--- src/rtl/qpu_timing_queue.sv ---
// ---------------------------------------------------------------------------
// qpu_timing_queue
//
// Purpose:
//   Timestamped event queue between the QPU execution unit (EXU) and the
//   pulse/measurement back-end. Owns the global timeline counter (returned to
//   the EXU as the trigger clock), buffers timestamped events in one FIFO per
//   event lane, and releases each event as a one-cycle pulse once the timeline
//   has reached the event's timestamp.
//
// Ports:
//   clk                 core clock
//   rst_n               asynchronous active-low reset
//   trigger_i_clk_ena   timeline advances while high
//   trigger_i_clk_clr   synchronous timeline clear, also clears overflow flags
//   trigger_o_clk       current timeline value
//   trigger_i_valid     per-lane push strobe
//   trigger_i_data      per-lane {timestamp, payload}, lane k at k*(TW+EW)
//   trigger_o_full      per-lane FIFO full (from counters)
//   trigger_o_overflow  per-lane sticky "push attempted while full"
//   evt_o_valid         per-lane one-cycle release pulse
//   evt_o_data          per-lane released payload (holds between pulses)
//   evt_o_late          per-lane "released entry was overdue" (optional)
//   queue_o_empty       all lanes empty
//
// Optional feature:
//   Define QPU_TIMING_QUEUE_LATE_FLAG_EN to add the evt_o_late output.
// ---------------------------------------------------------------------------
module qpu_timing_queue #(
  parameter int EVENT_NUM   = 4,
  parameter int TIME_WIDTH  = 32,
  parameter int EVENT_WIDTH = 16,
  parameter int FIFO_DEPTH  = 4
) (
  input  logic                                        clk,
  input  logic                                        rst_n,
  input  logic                                        trigger_i_clk_ena,
  input  logic                                        trigger_i_clk_clr,
  output logic [TIME_WIDTH-1:0]                       trigger_o_clk,
  input  logic [EVENT_NUM-1:0]                        trigger_i_valid,
  input  logic [EVENT_NUM*(TIME_WIDTH+EVENT_WIDTH)-1:0] trigger_i_data,
  output logic [EVENT_NUM-1:0]                        trigger_o_full,
  output logic [EVENT_NUM-1:0]                        trigger_o_overflow,
  output logic [EVENT_NUM-1:0]                        evt_o_valid,
  output logic [EVENT_NUM*EVENT_WIDTH-1:0]            evt_o_data,
`ifdef QPU_TIMING_QUEUE_LATE_FLAG_EN
  output logic [EVENT_NUM-1:0]                        evt_o_late,
`endif
  output logic                                        queue_o_empty
);

  localparam int ENTRY_WIDTH = TIME_WIDTH + EVENT_WIDTH;
  localparam int PTR_WIDTH   = $clog2(FIFO_DEPTH);
  localparam int CNT_WIDTH   = PTR_WIDTH + 1;
  localparam logic [CNT_WIDTH-1:0] DEPTH_CNT = CNT_WIDTH'(FIFO_DEPTH);

  logic [TIME_WIDTH-1:0]  timeline_q, timeline_d;

  logic [ENTRY_WIDTH-1:0] mem_q [EVENT_NUM][FIFO_DEPTH];
  logic [ENTRY_WIDTH-1:0] mem_d [EVENT_NUM][FIFO_DEPTH];
  logic [PTR_WIDTH-1:0]   wr_ptr_q [EVENT_NUM];
  logic [PTR_WIDTH-1:0]   wr_ptr_d [EVENT_NUM];
  logic [PTR_WIDTH-1:0]   rd_ptr_q [EVENT_NUM];
  logic [PTR_WIDTH-1:0]   rd_ptr_d [EVENT_NUM];
  logic [CNT_WIDTH-1:0]   count_q  [EVENT_NUM];
  logic [CNT_WIDTH-1:0]   count_d  [EVENT_NUM];

  logic [EVENT_NUM-1:0]   overflow_q, overflow_d;
  logic [EVENT_NUM-1:0]   evt_valid_q, evt_valid_d;
  logic [EVENT_NUM*EVENT_WIDTH-1:0] evt_data_q, evt_data_d;
`ifdef QPU_TIMING_QUEUE_LATE_FLAG_EN
  logic [EVENT_NUM-1:0]   late_q, late_d;
`endif

  logic [EVENT_NUM-1:0]   lane_full;
  logic [EVENT_NUM-1:0]   lane_empty;
  logic [EVENT_NUM-1:0]   lane_due;
  logic [EVENT_NUM-1:0]   lane_push;
  logic [EVENT_NUM-1:0]   lane_pop;
  logic [ENTRY_WIDTH-1:0] head_entry [EVENT_NUM];
  logic [TIME_WIDTH-1:0]  head_ts    [EVENT_NUM];
  logic [TIME_WIDTH-1:0]  head_age   [EVENT_NUM];

  // Timeline: clear beats enable; free-running wrap at 2^TIME_WIDTH.
  always_comb begin
    timeline_d = timeline_q;
    if (trigger_i_clk_clr) begin
      timeline_d = '0;
    end else if (trigger_i_clk_ena) begin
      timeline_d = timeline_q + TIME_WIDTH'(1);
    end
  end

  // Per-lane status. "Due" looks at the sign of (timeline - head_ts) so that
  // a timestamp just past a timeline wrap is still treated as in the future.
  always_comb begin
    for (int k = 0; k < EVENT_NUM; k++) begin
      lane_full[k]  = (count_q[k] == DEPTH_CNT);
      lane_empty[k] = (count_q[k] == '0);
      head_entry[k] = mem_q[k][rd_ptr_q[k]];
      head_ts[k]    = head_entry[k][ENTRY_WIDTH-1:EVENT_WIDTH];
      head_age[k]   = timeline_q - head_ts[k];
      lane_due[k]   = ~head_age[k][TIME_WIDTH-1];
      lane_push[k]  = trigger_i_valid[k] & ~lane_full[k];
      lane_pop[k]   = ~lane_empty[k] & lane_due[k];
    end
  end

  // FIFO bookkeeping and release stage. Full is the pre-edge value, so a
  // push into a full lane is dropped even if that lane pops this cycle.
  always_comb begin
    mem_d       = mem_q;
    overflow_d  = overflow_q;
    evt_valid_d = '0;
    evt_data_d  = evt_data_q;
`ifdef QPU_TIMING_QUEUE_LATE_FLAG_EN
    late_d      = '0;
`endif
    for (int k = 0; k < EVENT_NUM; k++) begin
      wr_ptr_d[k] = wr_ptr_q[k];
      rd_ptr_d[k] = rd_ptr_q[k];
      count_d[k]  = count_q[k];

      if (lane_push[k]) begin
        mem_d[k][wr_ptr_q[k]] = trigger_i_data[k*ENTRY_WIDTH +: ENTRY_WIDTH];
        wr_ptr_d[k]           = wr_ptr_q[k] + PTR_WIDTH'(1);
      end

      if (lane_pop[k]) begin
        rd_ptr_d[k]                            = rd_ptr_q[k] + PTR_WIDTH'(1);
        evt_valid_d[k]                         = 1'b1;
        evt_data_d[k*EVENT_WIDTH +: EVENT_WIDTH] = head_entry[k][EVENT_WIDTH-1:0];
`ifdef QPU_TIMING_QUEUE_LATE_FLAG_EN
        late_d[k]                              = (head_ts[k] != timeline_q);
`endif
      end

      case ({lane_push[k], lane_pop[k]})
        2'b10:   count_d[k] = count_q[k] + CNT_WIDTH'(1);
        2'b01:   count_d[k] = count_q[k] - CNT_WIDTH'(1);
        default: count_d[k] = count_q[k];
      endcase

      // Clear wins over a same-cycle overflow so the EXU gets a clean slate.
      if (trigger_i_clk_clr) begin
        overflow_d[k] = 1'b0;
      end else if (trigger_i_valid[k] & lane_full[k]) begin
        overflow_d[k] = 1'b1;
      end
    end
  end

  // State registers. Storage is reset too so no X ever reaches evt_o_data.
  always_ff @(posedge clk or negedge rst_n) begin
    if (!rst_n) begin
      timeline_q  <= '0;
      overflow_q  <= '0;
      evt_valid_q <= '0;
      evt_data_q  <= '0;
`ifdef QPU_TIMING_QUEUE_LATE_FLAG_EN
      late_q      <= '0;
`endif
      for (int k = 0; k < EVENT_NUM; k++) begin
        wr_ptr_q[k] <= '0;
        rd_ptr_q[k] <= '0;
        count_q[k]  <= '0;
        for (int e = 0; e < FIFO_DEPTH; e++) begin
          mem_q[k][e] <= '0;
        end
      end
    end else begin
      timeline_q  <= timeline_d;
      overflow_q  <= overflow_d;
      evt_valid_q <= evt_valid_d;
      evt_data_q  <= evt_data_d;
`ifdef QPU_TIMING_QUEUE_LATE_FLAG_EN
      late_q      <= late_d;
`endif
      for (int k = 0; k < EVENT_NUM; k++) begin
        wr_ptr_q[k] <= wr_ptr_d[k];
        rd_ptr_q[k] <= rd_ptr_d[k];
        count_q[k]  <= count_d[k];
        for (int e = 0; e < FIFO_DEPTH; e++) begin
          mem_q[k][e] <= mem_d[k][e];
        end
      end
    end
  end

  assign trigger_o_clk      = timeline_q;
  assign trigger_o_full     = lane_full;
  assign trigger_o_overflow = overflow_q;
  assign evt_o_valid        = evt_valid_q;
  assign evt_o_data         = evt_data_q;
  assign queue_o_empty      = &lane_empty;
`ifdef QPU_TIMING_QUEUE_LATE_FLAG_EN
  assign evt_o_late         = late_q;
`endif

endmodule
--- config.mk ---
export PLATFORM = sky130hd
export DESIGN_NAME = qpu_timing_queue
export DESIGN_NICKNAME = d
export VERILOG_FILES = /design/src/rtl/qpu_timing_queue.sv
export SDC_FILE = /design/constraint.sdc
export NUM_CORES = 1
export LEC_CHECK = 0
export ABC_AREA = 1
export BUFFER_PORTS_ARGS = -buffer_cell sky130_fd_sc_hd__buf_2
export CORE_ASPECT_RATIO = 1.1
export CORE_MARGIN = 2
export CORE_UTILIZATION = 55
export CTS_CLUSTER_DIAMETER = 60
export DETAILED_ROUTE_END_ITERATION = 16
export PLACE_DENSITY = 0.75
export RECOVER_POWER = 100
export SYNTH_ARGS = -nofsm -noshare
export SYNTH_HDL_FRONTEND = slang
export SYNTH_SLANG_ARGS = --single-unit
--- constraint.sdc ---
create_clock -name clk -period 3.6 [get_ports clk]
set_input_delay 0.18 -clock clk [delete_from_list [all_inputs] [get_ports clk]]
set_output_delay 0.18 -clock clk [all_outputs]
set_load 0.05 [all_outputs]
; Yosys cells after proc, flatten, opt, wreduce, memory -nomap -nowiden
; Index checks and enable logic that the tools add are counted.
[totals]
ff_bits = 900
in_bits = 200
output_inout_bits = 109
word_cells = 175
[classes]
n_addsub = 21
n_lt_le_gt_ge = 12
n_eq_ne = 12
n_mux = 42
bitwise = 32
reduce_logical = 18
[op_table]
columns = op, count
row1 = 192-bit bitwise mux, 4
row2 = 48-bit 2-to-1 mux, 12
row3 = 48-bit binary-select mux with 2-bit select, 4
row4 = 48-bit demux with 2-bit select, 4
row5 = 32-bit subtractor, 4
row6 = 32-bit 2-to-1 mux, 2
row7 = "32-bit by 1-bit adder with 32-bit output, second input constant", 1
row8 = "3-bit greater-or-equal comparator, second input constant", 8
row9 = 2-bit inverter with 3-bit output, 8
row10 = 3-bit case mux with 2 select lines, 4
row11 = 2-bit nonzero test, 9
row12 = "2-bit by 1-bit adder with 2-bit output, second input constant", 8
row13 = "3-bit by 1-bit adder with 3-bit output, second input constant", 4
row14 = 1-bit AND, 12
row15 = "3-bit equality test, second input constant", 4
row16 = 3-bit zero test, 4
row17 = "3-bit by 1-bit less-than comparator with 1-bit output, second input constant", 4
row18 = 1-bit 2-to-1 mux, 12
row19 = 1-bit inverter, 12
row20 = "3-bit by 1-bit subtractor with 3-bit output, second input constant", 4
row21 = "2-bit by 1-bit equality test with 1-bit output, second input constant", 4
row22 = "2-bit equality test, second input constant", 4
row23 = 1-bit logical AND, 4
row24 = 4-bit AND reduction, 1

; Logic depth before layout (Yosys ltp)
; Gate-level depths: netlist of the first run.
[depth]
depth_word = 9
ltp_mapped = 28
depth_no_buf = 23

; Worst setup path after synthesis of the first run
; No wires, ideal clock.
[synth_timing]
path_kind = flip-flop to flip-flop
startpoint = register rd_ptr_q[0] (netlist bit)
endpoint = register count_q[2] (netlist bit)
setup_ns = 0.131
arrival_time_ns = 3.835
t_required_ns = 3.469
slack_ns = -0.366
stages_incl_launch_ff = 24
path_buffers = 5
period_less_slack_ns = 3.966
path_cell_list = dfrtp_1 > buf_4 > clkbuf_1 > clkbuf_1 > clkbuf_1 > nand2_1 > o21ai_0 > a21oi_1 > ha_1 > a21oi_1 > o21ai_0 > o21bai_1 > a31oi_1 > nand2_2 > nand2_4 > nand3_4 > buf_6 > inv_1 > ha_1 > inv_1 > fa_1 > a21oi_1 > o21ai_0 > xor2_1
[synth_between]
elab_chain_len = 9
elab_cells_between_ends = 11
classes_between = add/sub (1) / eq/ne (2) / mux (4) / bitwise (3) / reduce/logical (1)
[synth_rtl]
columns = item, line
row1 = from (decl), 63  ; logic [PTR_WIDTH-1:0] rd_ptr_q [EVENT_NUM];
row2 = "from (signal, indexed assignment)", 181  ; rd_ptr_q[k] <= rd_ptr_d[k];
row3 = 2-bit inverter with 3-bit output (not written as such) *, 100  ; head_entry[k] = mem_q[k][rd_ptr_q[k]];
row4 = 48-bit binary-select mux with 2-bit select *, 100
row5 = 48-bit 2-to-1 mux (not written as such) * (2 in series), 100
row6 = 32-bit subtractor *, 102  ; head_age[k] = timeline_q - head_ts[k];
row7 = 1-bit inverter *, 103  ; lane_due[k] = ~head_age[k][TIME_WIDTH-1];
row8 = 1-bit AND *, 105  ; lane_pop[k] = ~lane_empty[k] & lane_due[k];
row9 = 2-bit by 1-bit equality test with 1-bit output or 2-bit equality test (tied branches), 138  ; case ({lane_push[k], lane_pop[k]})
row10 = 3-bit case mux with 2 select lines or 2-bit nonzero test (tied branches), -
row11 = "to (signal, indexed assignment)", 182  ; count_q[k] <= count_d[k];
row12 = to (decl), 65  ; logic [CNT_WIDTH-1:0] count_q [EVENT_NUM];
; Mark *: on every way between the ends. The rest lies on a longest branch, timed or not. The select of a mux whose other input is x is not followed.
; A chain may end at the register's enable or synchronous reset.

; Worst setup path after layout of the first run
[layout_timing]
startpoint = register rd_ptr_q[2] (netlist bit)
endpoint = register count_q[5] (netlist bit)
; The elaborated chain is that of the path after synthesis.

==> reports/qor.yml, run 1 <==
io_pins: 309
grt_pass1_wl_um: 186100
synth_area_um2: 42930
outcome: "finished, violations left"
drc: 0
synthMuxAreaShare_pct: 12.83
p_leak_uw: 0.02418
vias_per_cell: 5.730
dieArea_um2: 80300
required_ns: 4.13
grt_setup_unrepaired: "yes"
tns_ns: 0
die_width_um: 270.4
failed_checks: "capacitance limit, slew limit"
routed_wl_um: 120300
seqCellArea_um2: 22540
grt-ovfl-total: 0
portBuffers: 308
synthArstFlopShare_pct: 100.0
setup_viol: 0
vdd_ir_drop_max_mv: 0.6981
numCtsBuffers: 91
area_growth_pct: 22.78
place_congestion: 0.8462
yosysMostFrequentCell: "dfrtp_1"
htree_num_levels: 3
crit_type: "register to register"
wire_per_inst_um: 19.81
ys_seq_area_share_pct: 52.46
fillers: 5741
fin_skew_ns: 0.02296
synth-simple-area-share_pct: 10.35
clk_path_buf_depth: 3
final_core_util_pct: 68.11
first_global_vias: 34244
core_um2: 77380
critPathCaptureType: "register"
ant_nets: 0
row_count: 107
syn_avg_cell_area_um2: 9.778
synth_nets: 4735
synthAdderAreaFrac_pct: 4.296
drv_cap: 1
pre_cts_ws_ns: -0.02082
antenna_found_initial: 13
synth_top_cell_by_area: "dfrtp_1"
tightest_slew_ns: 3.265
ys_types: 43
dp_hpwl_um: 74400
path_clk_slew_ns: 0.06
arrival_ns: 4.09
synth-xor-area-share_pct: 0.4605
ys_warn_count: 0
layout_min_cycle_time_ns: 3.556
drive_above_1_share_pct: 26.51
min_period_over_period_pct: 98.78
hold_viol: 0
synth-edff-count: 0
fin_nets: 5297
p_per_area_nw_per_um2: 947.8
postSynthCellCount: 4390
drt_iter0_markers: 3024
synth_compound_area_share_pct: 13.59
cts_tree: "built"
chipHeight_um: 297.0
fmax_mhz: 281.2
clk_latency_ns: 0.65
start_util_pct: 55.47
ys_ff_latch: 900
placedCellCount: 5653
critPathMaxFanout: 14
clock-sinks: 900
grt.total_usage_pct: 28.88
root_buffer: "clkbuf_16"
fin_cells: 6070
multi_input_comb_area_um2: 18430
vias: 34779
drv_slew: 96
relSlewSlack_pct: -117.7
hold_class: "primary input to register"
yosys.area.top_type_share_pct: 52.46
layout_setup_ws_ns: 0.04375
ys.flop_type: "dfrtp_1"
synth_top_family_by_area: "compound AO/OA/AOI/OAI gates"
ys_top_cells_by_area: "dfrtp_1 52%, mux2_2 13%, o21ai_0 8.3%, nand2_1 6.1%, a21oi_1 4.2%"
startpoint_type: "register"
synth_common_cells: "900 x dfrtp_1, 710 x o21ai_0, 701 x nand2_1"
grt_max_degree: 103
dr.pass1.iters: 8
whs_ns: 0.3295
## what timing repair did
item	4_1_cts	5_1_grt
gates cloned	0	16
gates resized for setup	0	226
endpoints found under the setup margin	2	8
hold buffers	199	0
setup buffers	3	24
endpoints found under the hold margin	850	0
pin swaps	1	70
## state kept, by name (all words and copies together) (netlist names)
name / cells
count_q: 12
mem_q: 768
rd_ptr_q: 8
trigger_o_clk: 32
trigger_o_overflow: 4
wr_ptr_q: 8
evt_o_data: 64
evt_o_valid: 4
## power by group
part | internal (uW) | leakage, uW | switching, uW
Sequential | 15100 | 0.0109 | 2200
Combinational | 9460 | 0.0118 | 13500
Clock | 5620 | 0.00151 | 4050
## final cells by class
class                      count  share of cell area, %
inverter                     395                  2.827
clock buffer                 142                  5.218
tap                         1035                  2.457
timing repair buffer         722                  11.16
sequential                   900                  42.76
multi-input combinational   2842                  34.97
clock inverter                24                 0.5555
antenna                       10                0.04748
## worst paths after layout
path / startpoint / end / slack, ns / depth (start not counted)
worst max-delay path: rd_ptr_q[2] / count_q[5] / 0.04 / 22
worst min-delay path: trigger_i_data[1] / mem_q[625] / 0.33 / 4
worst max register to register: rd_ptr_q[2] / count_q[5] / 0.04 / 22
worst min register to register: evt_o_data[3] / evt_o_data[3] / 0.46 / 2
max in group asynchronous: rst_n / mem_q[213] / 0.49 / 3
min in group asynchronous: rst_n / mem_q[167] / 1.14 / 2
## placed cells by master (no fill, tap or decap), types with 10 or more instances in the layout
master / n
clkbuf_16: 105
nor3_1: 20
o21ai_2: 12
a21oi_2: 54
buf_4: 133
nor2_4: 16
a21oi_1: 302
nand4_1: 89
buf_6: 12
clkinv_2: 14
buf_12: 35
clkbuf_8: 26
o21ai_0: 636
dlygate4sd3_1: 199
o21ai_1: 64
nor2_2: 11
o22ai_1: 49
diode_2: 10
clkbuf_1: 24
nor2_1: 148
ha_1: 134
nand2_1: 695
inv_2: 11
xor2_1: 13
buf_2: 307
dfrtp_1: 895
mux2_2: 489
nand3_1: 16
clkbuf_2: 16
inv_1: 381
nand2_2: 14
## per-stage QoR
stage	cell area, um^2	power [uW]
after floorplan	43160	32120
after global placement	46540	37070
after detailed placement	46540	37960
after CTS	51600	48000
after global routing	52710	53390
final	52710	49960
## critical path: stages (launching register included)
cell and delay (ns):
dfrtp_4 0.49, buf_8 0.15, buf_12 0.14, buf_4 0.17
o21ai_2 0.14, a21oi_1 0.05, a21oi_1 0.19, ha_1 0.26
nand2_1 0.09, o21ai_1 0.09, a21oi_2 0.19, nand2_2 0.11
nand2_4 0.10, nand2_2 0.06, nand2_4 0.10, nand3_4 0.07
inv_2 0.07, ha_2 0.17, inv_2 0.05, fa_2 0.37
a21oi_2 0.15, o21ai_2 0.08, xor2_1 0.14
## cells by family after synthesis
| logic type | count (synthesis) |
|---|---|
| buf+inv | 648 |
| xor+xnor | 20 |
| flops | 900 |
| mux | 489 |
| fa+ha+maj | 145 |
| simple gates | 1046 |
| compound gates | 1142 |
## metal layers
metal / GRT usage [%] / vias up / routed length (um)
met4: 9.734 / 4 / 3275
li1: - / 15997 / -
met1: 39.13 / 17272 / 50380
met3: 4.294 / 227 / 7722
met5: 0 / - / 27
met2: 47.83 / 1279 / 58860
No activity file was read; power rests on OpenSTA's default activity.
==> run 2, diff against run 1 <==
ABC_CLOCK_PERIOD_IN_PS = 3600   (was not set)
SETUP_SLACK_MARGIN = 0.15   (was not set)
==> run 2 against run 1 <==
Net effect: the run still ends with capacitance limit, slew limit left; non-clock buffer count shrank 14; register-to-register slack lost 0.03 ns; first-iteration DRC count shrank 17%; power shrank 0.87%; flip-flop and latch count is the same; final area shrank 0.97%; wire length grew 0.34%; hold slack lost 0.23 ns; sequential share of layout area grew 0.42 points; die area is the same; combinational power is essentially flat; via count shrank 0.66%.
==> reports/qor.yml, run 2 (synthesis gave the netlist of run 1 again) <==
p_per_area_nw_per_um2: 948.7  # about the same
dieArea_um2: 80300  # unchanged
root_buffer: "clkbuf_16"
tightest_slew_ns: 2.444  # -0.8212 ns
row_count: 107  # unchanged
r2r-start: "rd_ptr_q[0]"
min_period_over_period_pct: 99.49  # +0.70 points
chipHeight_um: 297.0  # unchanged
drive_above_1_share_pct: 23.61  # -2.9 points
vias_per_cell: 5.711  # -0.33%
final_common_cell: "dfrtp_1"
seqPwrFrac_pct: 35.1  # +0.4 points
regToRegSetupSlack_ns: 0.02  # -0.03 ns
fillers: 5973  # +4.0%
dp_hpwl_um: 75060  # +0.88%
switching_power_uw: 19700  # -0.37%
numCtsBuffers: 93  # +2.2%
wl_met1_um: 49080  # -2.6%
grt_max_degree: 105  # +1.9%
first_global_vias: 34497  # +0.74%
clock-sinks: 900  # unchanged
grt_pass1_wl_um: 186700  # +0.33%
clk_path_buf_depth: 3  # unchanged
p_clk_share_pct: 19.1  # -0.2 points
vdd_ir_drop_max_mv: 0.7355  # +5.3%
relSlewSlack_pct: -62.90  # +55 points
failed_checks: "capacitance limit, slew limit"
critPathMaxStageDelay_ns: 0.51  # +0.02 ns
path_clk_slew_ns: 0.06  # about the same
whs_ns: 0.09878  # -0.2307 ns
drv_slew: 444  # +360%
cts_tree: "built"
grt.total_usage_pct: 29.02  # +0.14 points
arrival_ns: 4.12  # +0.03 ns
required_ns: 4.14  # about the same
die_width_um: 270.4  # unchanged
hold_start: "trigger_i_clk_clr"
top_layer: "met5"
power_switching_share_pct: 39.78  # +0.20 points
layout_common_cells: "895 x dfrtp_1, 694 x nand2_1, 602 x o21ai_0"
grt_setup_unrepaired: "yes"
place_congestion: 0.8842  # +4.5%
core_um2: 77380  # unchanged
outcome: "finished, violations left"
antenna_found_initial: 14  # +1
dpl_cell_area_um2: 46420  # -0.26%
fin_nets: 5285  # -0.23%
start_util_pct: 55.47  # unchanged
critPathMaxFanout: 11  # -3
pre_cts_ws_ns: 0.09347  # +0.1143 ns
regMostFlops: "mem_q"
dr.pass1.iters: 6  # -2
cpMaxStageDelayCell: "dfrtp_4"
startpoint_type: "register"
layout_min_cycle_time_ns: 3.582  # +0.02531 ns
reg2reg_depth: 19  # -14%
fin_area_um2: 52200  # -0.97%
crit_type: "register to register"
drv_cap: 12  # +11
p_leak_uw: 0.02358  # -2.5%
pwr-share-comb_pct: 45.9  # about the same
wl_met3_um: 7957  # +3.0%
critPathCaptureType: "register"
dr_wl_met2_um: 59290  # +0.73%
wire_per_inst_um: 19.95  # +0.67%
hold_class: "primary input to register"
worstHoldEndpoint: "trigger_o_overflow[1]"
crit_chain: "buf_12 > clkbuf_16 > o21ai_1 > a21oi_2 > ha_1 > nand2_1 > nor2_2 > nand2_1 > nor4_4 > nand2_2 > nand3_4 > nand3_4 > inv_4 > ha_4 > inv_2 > fa_2 > a21oi_2 > o21ai_1 > xor2_1"
fin_skew_ns: 0.01855  # -0.004411 ns
area_growth_pct: 21.60
layout_setup_ws_ns: 0.01844  # -0.02531 ns
ant_nets: 0  # unchanged
hold_viol: 0  # unchanged
portBuffers: 308  # unchanged
hold_depth: 2  # -2
rr_endpoint: "count_q[2]"
fmax_mhz: 279.2  # -0.71%
drc: 0  # unchanged
htree_num_levels: 3  # unchanged
internal_power_uw: 29820  # -1.2%
largest_reg_flops: 768  # unchanged
drt_iter0_markers: 2496  # -17%
vias: 34550  # -0.66%
routed_wl_um: 120700  # +0.34%
io_pins: 309  # unchanged
setup_viol: 0  # unchanged
clk_latency_ns: 0.65  # about the same
grt-ovfl-total: 0  # unchanged
run 2: power groups by stage:
stage / sequential, uW / clock, uW / combinational [uW]
floorplan: 18000 / 0 / 14400
global placement: 17200 / 0 / 19600
detailed placement: 17400 / 0 / 20200
CTS: 17300 / 9550 / 20700
global route: 17900 / 10000 / 25000
finish: 17400 / 9450 / 22700
run 2: how the worst max path moves through the flow:
stage | to | start
floorplan | count_q[8] | rd_ptr_q[4]
global placement | count_q[5] | rd_ptr_q[2]
detailed placement | count_q[5] | rd_ptr_q[2]
CTS | count_q[5] | rd_ptr_q[2]
global route | count_q[11] | rd_ptr_q[6]
finish | count_q[2] | rd_ptr_q[0]
run 2: layout make-up:
cell class	count	area, um^2	share of cell area (%)
multi-input cells	2842	18420	35.28
well taps	1035	1295	2.481
clock inverters	32	334.1	0.6400
inverters	395	1503	2.879
diodes	8	20.02	0.03835
repair buffers	708	5474	10.49
flip-flops and latches	900	22540	43.18
clock buffers	130	2618	5.015
run 2: repair_timing:
item | 4_1_cts | 5_1_grt
resized for setup | 8 | 264
setup endpoints to repair | 5 | 8
hold buffers | 198 | 0
cloned | 1 | 18
endpoints found under the hold margin | 845 | 0
pin swaps | 3 | 78
setup buffers | 4 | 16
run 2: layer usage:
layer	vias up	track usage (%)
li1	15982	-
met1	17107	37.97
met2	1191	48.16
met3	260	4.827
met4	10	11.98
met5	-	0
run 2: critical path: cells and delay by family (launching register included):
| family | cells | cell delay, ns |
|---|---|---|
| buffers and inverters | 4 | 0.48 |
| and+or+nand+nor | 7 | 1.00 |
| adders and majority gates | 3 | 0.77 |
| DFF | 1 | 0.51 |
| AOI/OAI and AO/OA | 4 | 0.57 |
| xor gates and xnor gates | 1 | 0.14 |
run 2: stage by stage:
stage	std cells	utilization (%)	total power (uW)	setup TNS [ns]
3_5_place_dp	5643	59.99	37650	0
3_3_place_gp	5643	59.99	36760	0
6_report	6050	67.46	49520	0
5_1_grt	6048	67.45	52940	-0.2768
2_1_floorplan	4390	-	32340	0
4_1_cts	6008	66.49	47550	0
